==> src/rtl/rf_pkg.sv <==
// Shared constants and helpers for the ring-of-banks register file.
// The error bit positions and lane slicing are defined once here and reused by every file.
package rf_pkg;

    localparam int ERR_WR = 0;
    localparam int ERR_RD = 1;

    function automatic int clog2(input int value);
        int r;
        r = 0;
        for (int i = 0; i < 31; i++) begin
            if ((32'sd1 <<< i) < value) begin
                r = i + 1;
            end
        end
        return r;
    endfunction

    function automatic int lane_lsb(input int lane, input int data_bitwidth);
        return lane * data_bitwidth;
    endfunction

endpackage

==> src/rtl/rf_bank.sv <==
// One register-file bank: DEPTH rows of LANES words each.
// Writes are masked per lane and synchronous; the read path is a plain mux, and the top level registers it.
module rf_bank
    import rf_pkg::*;
#(
    parameter int DATA_BITWIDTH = 8,
    parameter int LANES         = 2,
    parameter int DEPTH         = 4,
    parameter int ADDR_BITWIDTH = 2
) (
    input  logic                             clk,
    input  logic                             we,
    input  logic [ADDR_BITWIDTH-1:0]         w_addr,
    input  logic [LANES*DATA_BITWIDTH-1:0]   w_data,
    input  logic [LANES-1:0]                 w_mask,
    input  logic [ADDR_BITWIDTH-1:0]         r_addr,
    output logic [LANES*DATA_BITWIDTH-1:0]   r_data
);

    localparam logic [ADDR_BITWIDTH:0] DEPTH_W = (ADDR_BITWIDTH + 1)'(DEPTH);

    logic [DATA_BITWIDTH-1:0] mem_r [DEPTH][LANES];
    logic                     w_in_range_s;
    logic                     r_in_range_s;

    // Rows past DEPTH do not exist, so writes to them are silently dropped.
    assign w_in_range_s = ({1'b0, w_addr} < DEPTH_W);
    assign r_in_range_s = ({1'b0, r_addr} < DEPTH_W);

    // Masked per-lane storage write; contents are deliberately not reset.
    always_ff @(posedge clk) begin
        for (int l = 0; l < LANES; l++) begin
            if (we && w_in_range_s && w_mask[l]) begin
                mem_r[w_addr][l] <= w_data[lane_lsb(l, DATA_BITWIDTH) +: DATA_BITWIDTH];
            end
        end
    end

    // Unregistered row read; out-of-range rows read as zero.
    always_comb begin
        r_data = '0;
        if (r_in_range_s) begin
            for (int l = 0; l < LANES; l++) begin
                r_data[lane_lsb(l, DATA_BITWIDTH) +: DATA_BITWIDTH] = mem_r[r_addr][l];
            end
        end else begin
            r_data = '0;
        end
    end

endmodule

==> src/rtl/rf_iw_pp_ring.sv <==
// Ring of NUM_BANK register-file banks: the producer fills w_bank while the consumer drains r_bank.
// Hardware tracks which banks are complete through the w_last and r_release handshakes.
module rf_iw_pp_ring
    import rf_pkg::*;
#(
    parameter int DATA_BITWIDTH = 8,
    parameter int LANES         = 2,
    parameter int DEPTH         = 4,
    parameter int ADDR_BITWIDTH = 2,
    parameter int NUM_BANK      = 2,
    parameter int BANK_BITWIDTH = 1
) (
    input  logic                             clk,
    input  logic                             reset,
    input  logic                             w_en,
    input  logic [ADDR_BITWIDTH-1:0]         w_addr,
    input  logic [LANES*DATA_BITWIDTH-1:0]   w_data,
    input  logic [LANES-1:0]                 w_mask,
    input  logic                             w_last,
    output logic                             w_ready,
    input  logic                             r_en,
    input  logic [ADDR_BITWIDTH-1:0]         r_addr,
    output logic [LANES*DATA_BITWIDTH-1:0]   r_data,
    output logic                             r_valid,
    output logic                             r_avail,
    input  logic                             r_release,
    output logic [BANK_BITWIDTH-1:0]         w_bank,
    output logic [BANK_BITWIDTH-1:0]         r_bank,
    output logic [BANK_BITWIDTH:0]           full_cnt,
    output logic [1:0]                       err
);

    localparam logic [BANK_BITWIDTH-1:0] LAST_BANK = BANK_BITWIDTH'(NUM_BANK - 1);
    localparam logic [BANK_BITWIDTH:0]   CNT_ONE   = (BANK_BITWIDTH + 1)'(1);

    logic [NUM_BANK-1:0]              full_r;
    logic [BANK_BITWIDTH-1:0]         w_bank_r;
    logic [BANK_BITWIDTH-1:0]         r_bank_r;
    logic [BANK_BITWIDTH:0]           full_cnt_r;
    logic [LANES*DATA_BITWIDTH-1:0]   r_data_r;
    logic                             r_valid_r;
    logic [1:0]                       err_r;

    logic                             w_ready_s;
    logic                             r_avail_s;
    logic                             wr_accept_s;
    logic                             fill_done_s;
    logic                             rd_accept_s;
    logic                             rel_accept_s;
    logic [LANES*DATA_BITWIDTH-1:0]   bank_rdata_s [NUM_BANK];

    // Explicit compare rather than a modulo so non-power-of-2 rings wrap correctly.
    function automatic logic [BANK_BITWIDTH-1:0] next_bank(input logic [BANK_BITWIDTH-1:0] b);
        return (b == LAST_BANK) ? {BANK_BITWIDTH{1'b0}} : b + BANK_BITWIDTH'(1);
    endfunction

    assign w_ready_s    = ~full_r[w_bank_r];
    assign r_avail_s    = full_r[r_bank_r];
    assign wr_accept_s  = w_en & w_ready_s;
    assign fill_done_s  = wr_accept_s & w_last;
    assign rd_accept_s  = r_en & r_avail_s;
    assign rel_accept_s = r_release & r_avail_s;

    for (genvar b = 0; b < NUM_BANK; b++) begin : g_bank
        rf_bank #(
            .DATA_BITWIDTH(DATA_BITWIDTH),
            .LANES        (LANES),
            .DEPTH        (DEPTH),
            .ADDR_BITWIDTH(ADDR_BITWIDTH)
        ) u_bank (
            .clk   (clk),
            .we    (wr_accept_s && (w_bank_r == BANK_BITWIDTH'(b))),
            .w_addr(w_addr),
            .w_data(w_data),
            .w_mask(w_mask),
            .r_addr(r_addr),
            .r_data(bank_rdata_s[b])
        );
    end

    // Bank ownership: fill and release never hit the same bank, so both updates can apply together.
    always_ff @(posedge clk) begin
        if (reset) begin
            full_r     <= {NUM_BANK{1'b0}};
            w_bank_r   <= {BANK_BITWIDTH{1'b0}};
            r_bank_r   <= {BANK_BITWIDTH{1'b0}};
            full_cnt_r <= {(BANK_BITWIDTH + 1){1'b0}};
        end else begin
            if (fill_done_s) begin
                full_r[w_bank_r] <= 1'b1;
                w_bank_r         <= next_bank(w_bank_r);
            end
            if (rel_accept_s) begin
                full_r[r_bank_r] <= 1'b0;
                r_bank_r         <= next_bank(r_bank_r);
            end
            if (fill_done_s && !rel_accept_s) begin
                full_cnt_r <= full_cnt_r + CNT_ONE;
            end else if (rel_accept_s && !fill_done_s) begin
                full_cnt_r <= full_cnt_r - CNT_ONE;
            end
        end
    end

    // Read register samples the pre-release drain bank, so read+release returns the released data.
    always_ff @(posedge clk) begin
        if (reset) begin
            r_data_r  <= {(LANES * DATA_BITWIDTH){1'b0}};
            r_valid_r <= 1'b0;
        end else if (rd_accept_s) begin
            r_data_r  <= bank_rdata_s[r_bank_r];
            r_valid_r <= 1'b1;
        end else begin
            r_valid_r <= 1'b0;
        end
    end

    // Sticky protocol-violation flags.
    always_ff @(posedge clk) begin
        if (reset) begin
            err_r <= 2'b00;
        end else begin
            err_r[ERR_WR] <= err_r[ERR_WR] | (w_en & ~w_ready_s);
            err_r[ERR_RD] <= err_r[ERR_RD] | ((r_en | r_release) & ~r_avail_s);
        end
    end

    assign w_ready  = w_ready_s;
    assign r_avail  = r_avail_s;
    assign w_bank   = w_bank_r;
    assign r_bank   = r_bank_r;
    assign full_cnt = full_cnt_r;
    assign r_data   = r_data_r;
    assign r_valid  = r_valid_r;
    assign err      = err_r;

endmodule

==> config.mk <==
export PLATFORM = sky130hd
export DESIGN_NAME = rf_iw_pp_ring
export DESIGN_NICKNAME = d
export VERILOG_FILES = /design/src/rtl/rf_pkg.sv /design/src/rtl/rf_bank.sv /design/src/rtl/rf_iw_pp_ring.sv
export SDC_FILE = /design/constraint.sdc
export NUM_CORES = 1
export LEC_CHECK = 0
export ABC_AREA = 1
export CAP_MARGIN = 20
export CORE_MARGIN = 2
export CORE_UTILIZATION = 30
export CTS_BUF_LIST = sky130_fd_sc_hd__clkbuf_4 sky130_fd_sc_hd__clkbuf_8 sky130_fd_sc_hd__clkbuf_16
export CTS_CLUSTER_SIZE = 16
export DETAILED_ROUTE_END_ITERATION = 8
export PLACE_DENSITY = 0.54
export SYNTH_ARGS = -nofsm -noshare
export SYNTH_HDL_FRONTEND = slang
export SYNTH_SLANG_ARGS = --single-unit
export TNS_END_PERCENT = 30
==> constraint.sdc <==
create_clock -name clk -period 1.8 [get_ports clk]
set_clock_uncertainty 0.2 [all_clocks]
set_input_delay 0.36 -clock clk [delete_from_list [all_inputs] [get_ports clk]]
set_output_delay 0.36 -clock clk [all_outputs]
set_load 0.05 [all_outputs]
==> run summary, run 1 <==
The tools report the termination of the worst setup path as w_ready. Once detailed placement completed, the half-perimeter wirelength came to 10.4 mm. Path type of the worst setup path: reg -> out. The average footprint of a synthesized cell was 10.2 µm²; the delay of the slowest cell on the worst path was 0.38 ns. Summing the areas of all compound-gate instances in the mapped netlist gives 3.23% of the synthesized area. Entering global routing, the biggest net connects 42 pins. Multiplexer cells account for 0% of the synthesized area. Counting along the longest clock path gives a buffer depth of 2. The run finished, with violations left. The detailed-route wire length is 15.2 mm. For the finished layout, the period the worst path requires is 1.82 ns. The xor/xnor cell area share of the yosys netlist was 0%.

The combined buffer and inverter count along the critical path was 3. The endpoint identified for the worst register-to-register timing path is full_cnt[1]. In this run the clock root is driven by a sky130_fd_sc_hd__clkbuf_16.

In the layout the commonest cells are sky130_fd_sc_hd__nand2_1 (183), sky130_fd_sc_hd__edfxtp_1 (128), sky130_fd_sc_hd__inv_1 (106). For the reported leakage power, the log shows 0.00349 µW. In this run, post-CTS hold repair placed 0 buffers. In the final layout, the share of cells above drive strength 1 is 20.3%.

The clock-pin slew on the worst setup and hold paths was 0.06 ns; the total congestion overflow after global routing was 0. The cell area after synthesis is 6470 µm², and the data required time at the worst endpoint is 1.24 ns. The floorplan step defined a core boundary enclosing 21100 µm². The family of cells with the greatest summed delay on the critical path is flip-flops. The run gives 1 as the number of antenna violations at the first check in global routing. The die is 151 µm tall. The worst hold path begins at err[1].

The total number of H-tree levels is 4, and the number of placed cells counting well taps is 979. The initial utilization of the core area, before any placement, comes to 30.7%. The area growth from synthesis to layout is 31.3%. Clock tree synthesis inserted a total of 17 buffers. Of the total synthesized cell area, the portion taken by AND, OR, NAND and NOR gates is 20.8%. The count of TritonRoute iterations in the first routing pass is 5.

STA classifies the critical path endpoint as an output port. The run gives 0.43 ns as the insertion delay of the later-clocked pin in the worst-skew pair. In the routed layout, each cell is associated on average with a via count of 4.31. The first routing iteration left 389 violations.

In this run the horizontal extent of the chip is 151 µm. Of all nets on the critical path, the largest fanout is 4. In the synthesized netlist, the number of instances is 633. For this design, the slowest cell found on the critical path is sky130_fd_sc_hd__dfxtp_4. The number of nets in the synthesized netlist is 662. Traced cell by cell, the critical path runs through nor2_4 > a21oi_2 > buf_4 > inv_2 > buf_12. TritonCTS built the clock tree. Headroom to the max-slew limit came out at 71.8%.

The routed layout has 4377 vias. The final reports fail on setup timing. The tools report the startpoint of the most critical register-to-register path as w_bank.

In the routed design, unresolved DRC markers number 0. For the worst setup path, the data arrival time is 1.26 ns. The logs give 1 for the total setup violations reported at the end of the flow and 22800 µm² for the die area.

The final max-slew violation count is 0, and the number of clock sinks is 153. In this run the register-to-register setup slack is 0.07 ns. The combinational family with the most area after synthesis is simple AND/OR/NAND/NOR gates. The logs give -0.0171 ns for the final setup slack of the worst path and -0.327 ns for the placement-stage worst setup slack. The critical path crosses 5 cells after its start point. After layout, the design draws a total of 8440 µW. Across the VDD grid, the largest voltage drop is 0.524 mV. The critical path starts at w_bank. At the end of routability-driven placement, the weighted congestion stood at 0.744. The number of global-route vias before repair came out at 4215. For the number of distinct library cell variants in the gate-level netlist after synthesis, the log shows 23.

The worst setup path is launched from a flip-flop. The tools report the global-route wire length before repair as 23.6 mm. For the utilization after layout, the log shows 40.3%.

For the sequential cell area fraction in the yosys report, the log shows 67.1%. In this run the remaining antenna-violating nets after routing total 0. Setup repair after global routing could not meet its margin everywhere. For the pin with the worst max-slew slack, the measured transition is 0.422 ns.

The cell depth of the worst flop-to-flop path was 10; the final non-filler cell total was 1015. The tools report the number of hold violations in the final report as 0. Dividing total power by cell area gives a power density of 993 nW/µm². Input and output buffers added on the ports amount to 52. The worst min-delay path class is reg -> reg. The library cell used most frequently in the layout, excluding fill and tap cells, is sky130_fd_sc_hd__nand2_1. The maximum achievable frequency was 550 MHz; the synthesis warning total was 0.

In the final routed layout, each cell accounts on average for 14.9 µm. The final worst-path cycle share was 101%; the I/O pin count was 53. Of the total synthesized cell area, the portion taken by full adders, half adders and majority gates is 0.193%. In the global route stage, overall resource usage came out at 14.4%. The register bit total from synthesis works out to 153. The tool flagged a number of max-cap violations equal to 0. For the net count reported at finish, the log shows 755. In this run the core area contains 53 standard-cell rows.
[layer usage]
layer	part of all wire (%)	track usage, %
met3	7.0	5.33
met1	47	19.4
met5	0	0
met2	44	21.1
met4	1.3	5.28
[flip-flops by register name, indices dropped and copies added (netlist names)]
name,count
g_bank.u_bank.mem_r,128
r_valid,1
full_r,2
r_bank,1
r_data,16
err,2
full_cnt,2
w_bank,1
[worst min path at each step]
stage	endpoint	slack, ns	depth (start not counted)
floorplan	g_bank[0].u_bank.mem_r[0][0]	0.26	0
global placement	err[1]	0.25	1
detailed placement	err[1]	0.26	1
CTS	err[1]	0.27	1
global route	err[1]	0.28	1
finish	err[1]	0.27	1
[synthesized netlist by cell type (all sizes together)]
cell type	instances	share of area (%)
nor2	23	1.3
clkbuf	10	0.58
buf	17	1.6
inv	109	6.4
nand2	186	11
o21a	1	0.12
dfxtp	25	7.7
ha	1	0.19
edfxtp	128	59
o21ai	7	0.60
clkinv	1	0.058
a21oi	25	2.5
nand3	100	8.5
[area by class of cell]
cell class              count  area [µm²]
clock inverters            15         185
repair buffers            101        1130
fillers                  2009       12600
well taps                 275         344
inverters                 110         418
diodes                      1        2.50
multi-input cells         343        1640
flip-flops and latches    153        4350
clock buffers              17         425
[stage by stage]
| step | area, µm² | hold slack (ns) | setup TNS [ns] |
|---|---|---|---|
| 3_3_place_gp | 7840 | 0.254 | -39.23 |
| 3_5_place_dp | 7840 | 0.260 | -36.66 |
| 5_1_grt | 8500 | 0.282 | -0.126 |
| 6_report | 8500 | 0.269 | -0.0171 |
| 4_1_cts | 8480 | 0.275 | -0.0760 |
| 2_1_floorplan | 6530 | 0.259 | -3.09 |
[where the power goes]
part / leakage, µW / switching [µW] / internal [µW]
registers: 0.00136 / 33.8 / 3900
clock network: 0.000297 / 1460 / 2210
logic: 0.00183 / 506 / 324
total: 0.00349 / 2000 / 6430
[kinds of logic (layout without fill, tap and decap cells)]
group / Yosys count / after routing
and+or+nand+nor: 309 / 309
DFF: 153 / 153
AOI/OAI and AO/OA: 33 / 33
adders and majority gates: 1 / 1
buffers and inverters: 137 / 243
other: 0 / 1
[timing repair]
action | CTS | global route
gates resized for setup | 7 | 1
pin swaps | 2 | 2
buffers inserted | 3 | 1
endpoints found under the setup margin | 2 | 3
gates cloned | 0 | 0
(Power assumes the default switching activity.)
==> run 2: changes to the inputs <==
==> constraint.sdc (replaced) <==
create_clock -name clk -period 1.8 [get_ports clk]
set_clock_uncertainty 0.2 [all_clocks]
set_input_delay 0.54 -clock clk [delete_from_list [all_inputs] [get_ports clk]]
set_output_delay 0.54 -clock clk [all_outputs]
set_load 0.05 [all_outputs]
==> run summary, run 2 (synthesis gave the netlist of run 1 again) <==
The run finished, with violations left. The final reports fail on setup timing. The die area is 22800 µm². Type of destination of the critical path: an output port.

Setup violations remaining at the end of the flow were counted as 4. The H-tree generated during clock tree synthesis spans 4 levels. The run gives 8650 µm² as the final cell area excluding filler cells.

Of all nets on the critical path, the largest fanout is 4. After floorplanning, the core was sized to cover 21100 µm². The first global-routing pass estimated 23.5 mm of wire.

At the end of routability-driven placement, the weighted congestion stood at 0.746. Summing all multi-input logic gate instances after layout gives 1700 µm². Worst min-delay path class: reg -> reg. Once placement completed, the tool counted placed cells totaling 979.

TritonCTS built the clock tree. The total overflow left after global routing is 0. The floorplan has 53 rows.

In this run, post-CTS hold repair placed 0 buffers. Setup repair after global routing could not meet its margin everywhere. The largest register by flop count is g_bank.u_bank.mem_r. The top cell types in the final layout, fill and taps aside, are sky130_fd_sc_hd__nand2_1 (183), sky130_fd_sc_hd__edfxtp_1 (128), sky130_fd_sc_hd__inv_1 (104). Number of hold violations in the final report: 0. The final-layout fill cell count came out at 1976.

The tools report the master cell of the clock root buffer as sky130_fd_sc_hd__clkbuf_16. The final worst-path cycle share is 111%. The worst setup path startpoint is w_bank. The I/O pin count is 53, and the final max-slew violation count is 0.

The total power draw is 8240 µW. Commonest non-fill, non-tap cell in the layout: sky130_fd_sc_hd__nand2_1. Number of global-route vias before repair: 4179. Number of port buffers: 52. Path type of the worst setup path: reg -> out. Based on the critical path, the design can be clocked at up to 498 MHz.

For this run, the post-layout net count is 758. Across every metal layer, demand over resource in global routing totals 14.2%. The transition at the pin with the smallest max-transition slack is 0.413 ns. Summing all flip-flop and latch instances after layout gives 4360 µm². The insertion delay of the later-clocked pin in the worst-skew pair is 0.43 ns, and the reported leakage power is 0.00353 µW.

The number of DRC markers after the initial detailed-route iteration came out at 349. The detail route stage leaves a number of antenna-violating nets equal to 0. For the number of buffers between clock root and the deepest sink, the log shows 2. For the data required time at the worst endpoint, the log shows 1.06 ns.

The count of TritonRoute iterations in the first routing pass came out at 4. Subtracting the final worst setup slack from the clock period gives 2.01 ns. The final setup slack of the worst path was -0.206 ns; the clock-pin slew on the worst setup and hold paths was 0.06 ns. The die is 151 µm tall. The maximum number of pins on one net before global-route repair is 48. The worst pin sits at a relative slew slack of 72.4%. The area growth from synthesis to layout came out at 33.6%.

Dividing the detail-routed via count by the number of cells gives 4.33. After detailed routing, the number of remaining DRC violations is 0. The via total after detailed routing is 4408.

STA puts the critical path data arrival time at 1.27 ns. IR analysis of the VDD net gives a maximum drop of 0.483 mV. The count of max-cap constraint violations was 0; the share of post-route cells with drive strength above 1 was 21.7%.

Hold path startpoint: full_r[1]. The total CTS buffers was 17; the flip-flop count of the largest register, all copies and words added was 128. Once the floorplan was initialized, standard cells occupied 30.7% of the core. For the number of antenna violations at the first check in global routing, the log shows 0. The wire length per cell after detailed routing is 15.0 µm, and the placement-stage cell area is 7980 µm². The number of antenna cells inserted was 0; the detailed-route wire length was 15.2 mm. Kind of start point of the critical path: a flip-flop.

Clock tree synthesis found a total of 153 sinks. The die width came out at 151 µm. The placement-stage worst setup slack is -0.558 ns, and the half-perimeter wire length after detailed placement is 10.5 mm. The startpoint of the most critical register-to-register path was full_r[0]. The power density normalized to cell area is 953 nW/µm², and the final non-filler cell total is 1017.
-- run 2: cell types whose count changed in the layout (fill, tap and decap cells not counted), sizes merged, moves of 2 or more --
cell	delta
buf	+3
clkbuf	+2
clkdlybuf4s50	-4
clkinv	+2
clkinvlp	+4
dlymetal6s2s	+3
inv	-7
-- run 2: critical path, stage by stage, from the launching register on --
cell and delay (ns):
sky130_fd_sc_hd__dfxtp_4 0.37, sky130_fd_sc_hd__nor2_4 0.04, sky130_fd_sc_hd__a21oi_2 0.12, sky130_fd_sc_hd__buf_4 0.14, sky130_fd_sc_hd__inv_2 0.04, sky130_fd_sc_hd__buf_12 0.13
-- run 2: worst paths after layout --
check | endpoint | slack [ns] | cells after the start
max reg2reg | g_bank[1].u_bank.mem_r[2][13] | 0.01 | 7
max | w_ready | -0.21 | 5
min reg2reg | full_r[1] | 0.27 | 2
min | full_r[1] | 0.27 | 2
-- run 2: metrics by stage --
step / utilization (%) / hold slack [ns] / TNS (ns)
after global placement: 37.8 / 0.295 / -66.28
after floorplan: - / 0.302 / -0.0684
after CTS: 40.8 / 0.297 / -0.480
final: 41.0 / 0.273 / -0.517
after detailed placement: 37.8 / 0.297 / -65.88
after global routing: 41.0 / 0.319 / -4.85
-- run 2: metal layers --
metal | track usage [%] | share of wire, % | routed length [µm] | vias to the layer above
li1 | - | - | - | 2240
met2 | 21.8 | 46 | 7020 | 94
met1 | 19.9 | 48 | 7360 | 2062
met5 | 0 | 0 | 0 | -
met3 | 3.49 | 4.4 | 664 | 12
met4 | 4.58 | 1.1 | 163 | 0
-- run 2: where the power goes --
group | leakage [µW] | switching [µW] | internal (µW)
logic | 0.00190 | 518 | 374
registers | 0.00136 | 40.4 | 3900
clock network | 0.000269 | 1350 | 2050
total | 0.00353 | 1910 | 6330
-- run 2: timing repair --
action / 4_1_cts / 5_1_grt
gates resized for setup: 10 / 10
buffers inserted: 3 / 4
setup endpoints to repair: 78 / 93
cloned: 0 / 0
pin swaps: 6 / 5
endpoints found under the hold margin: 0 / 0
-- run 2: final cells by class --
cell class	instances	area share [%]
clock buffer	19	5.09
clock inverter	13	1.50
inverter	110	4.83
multi-input combinational	343	19.7
sequential	153	50.4
tap	275	3.98
timing repair buffer	104	14.5
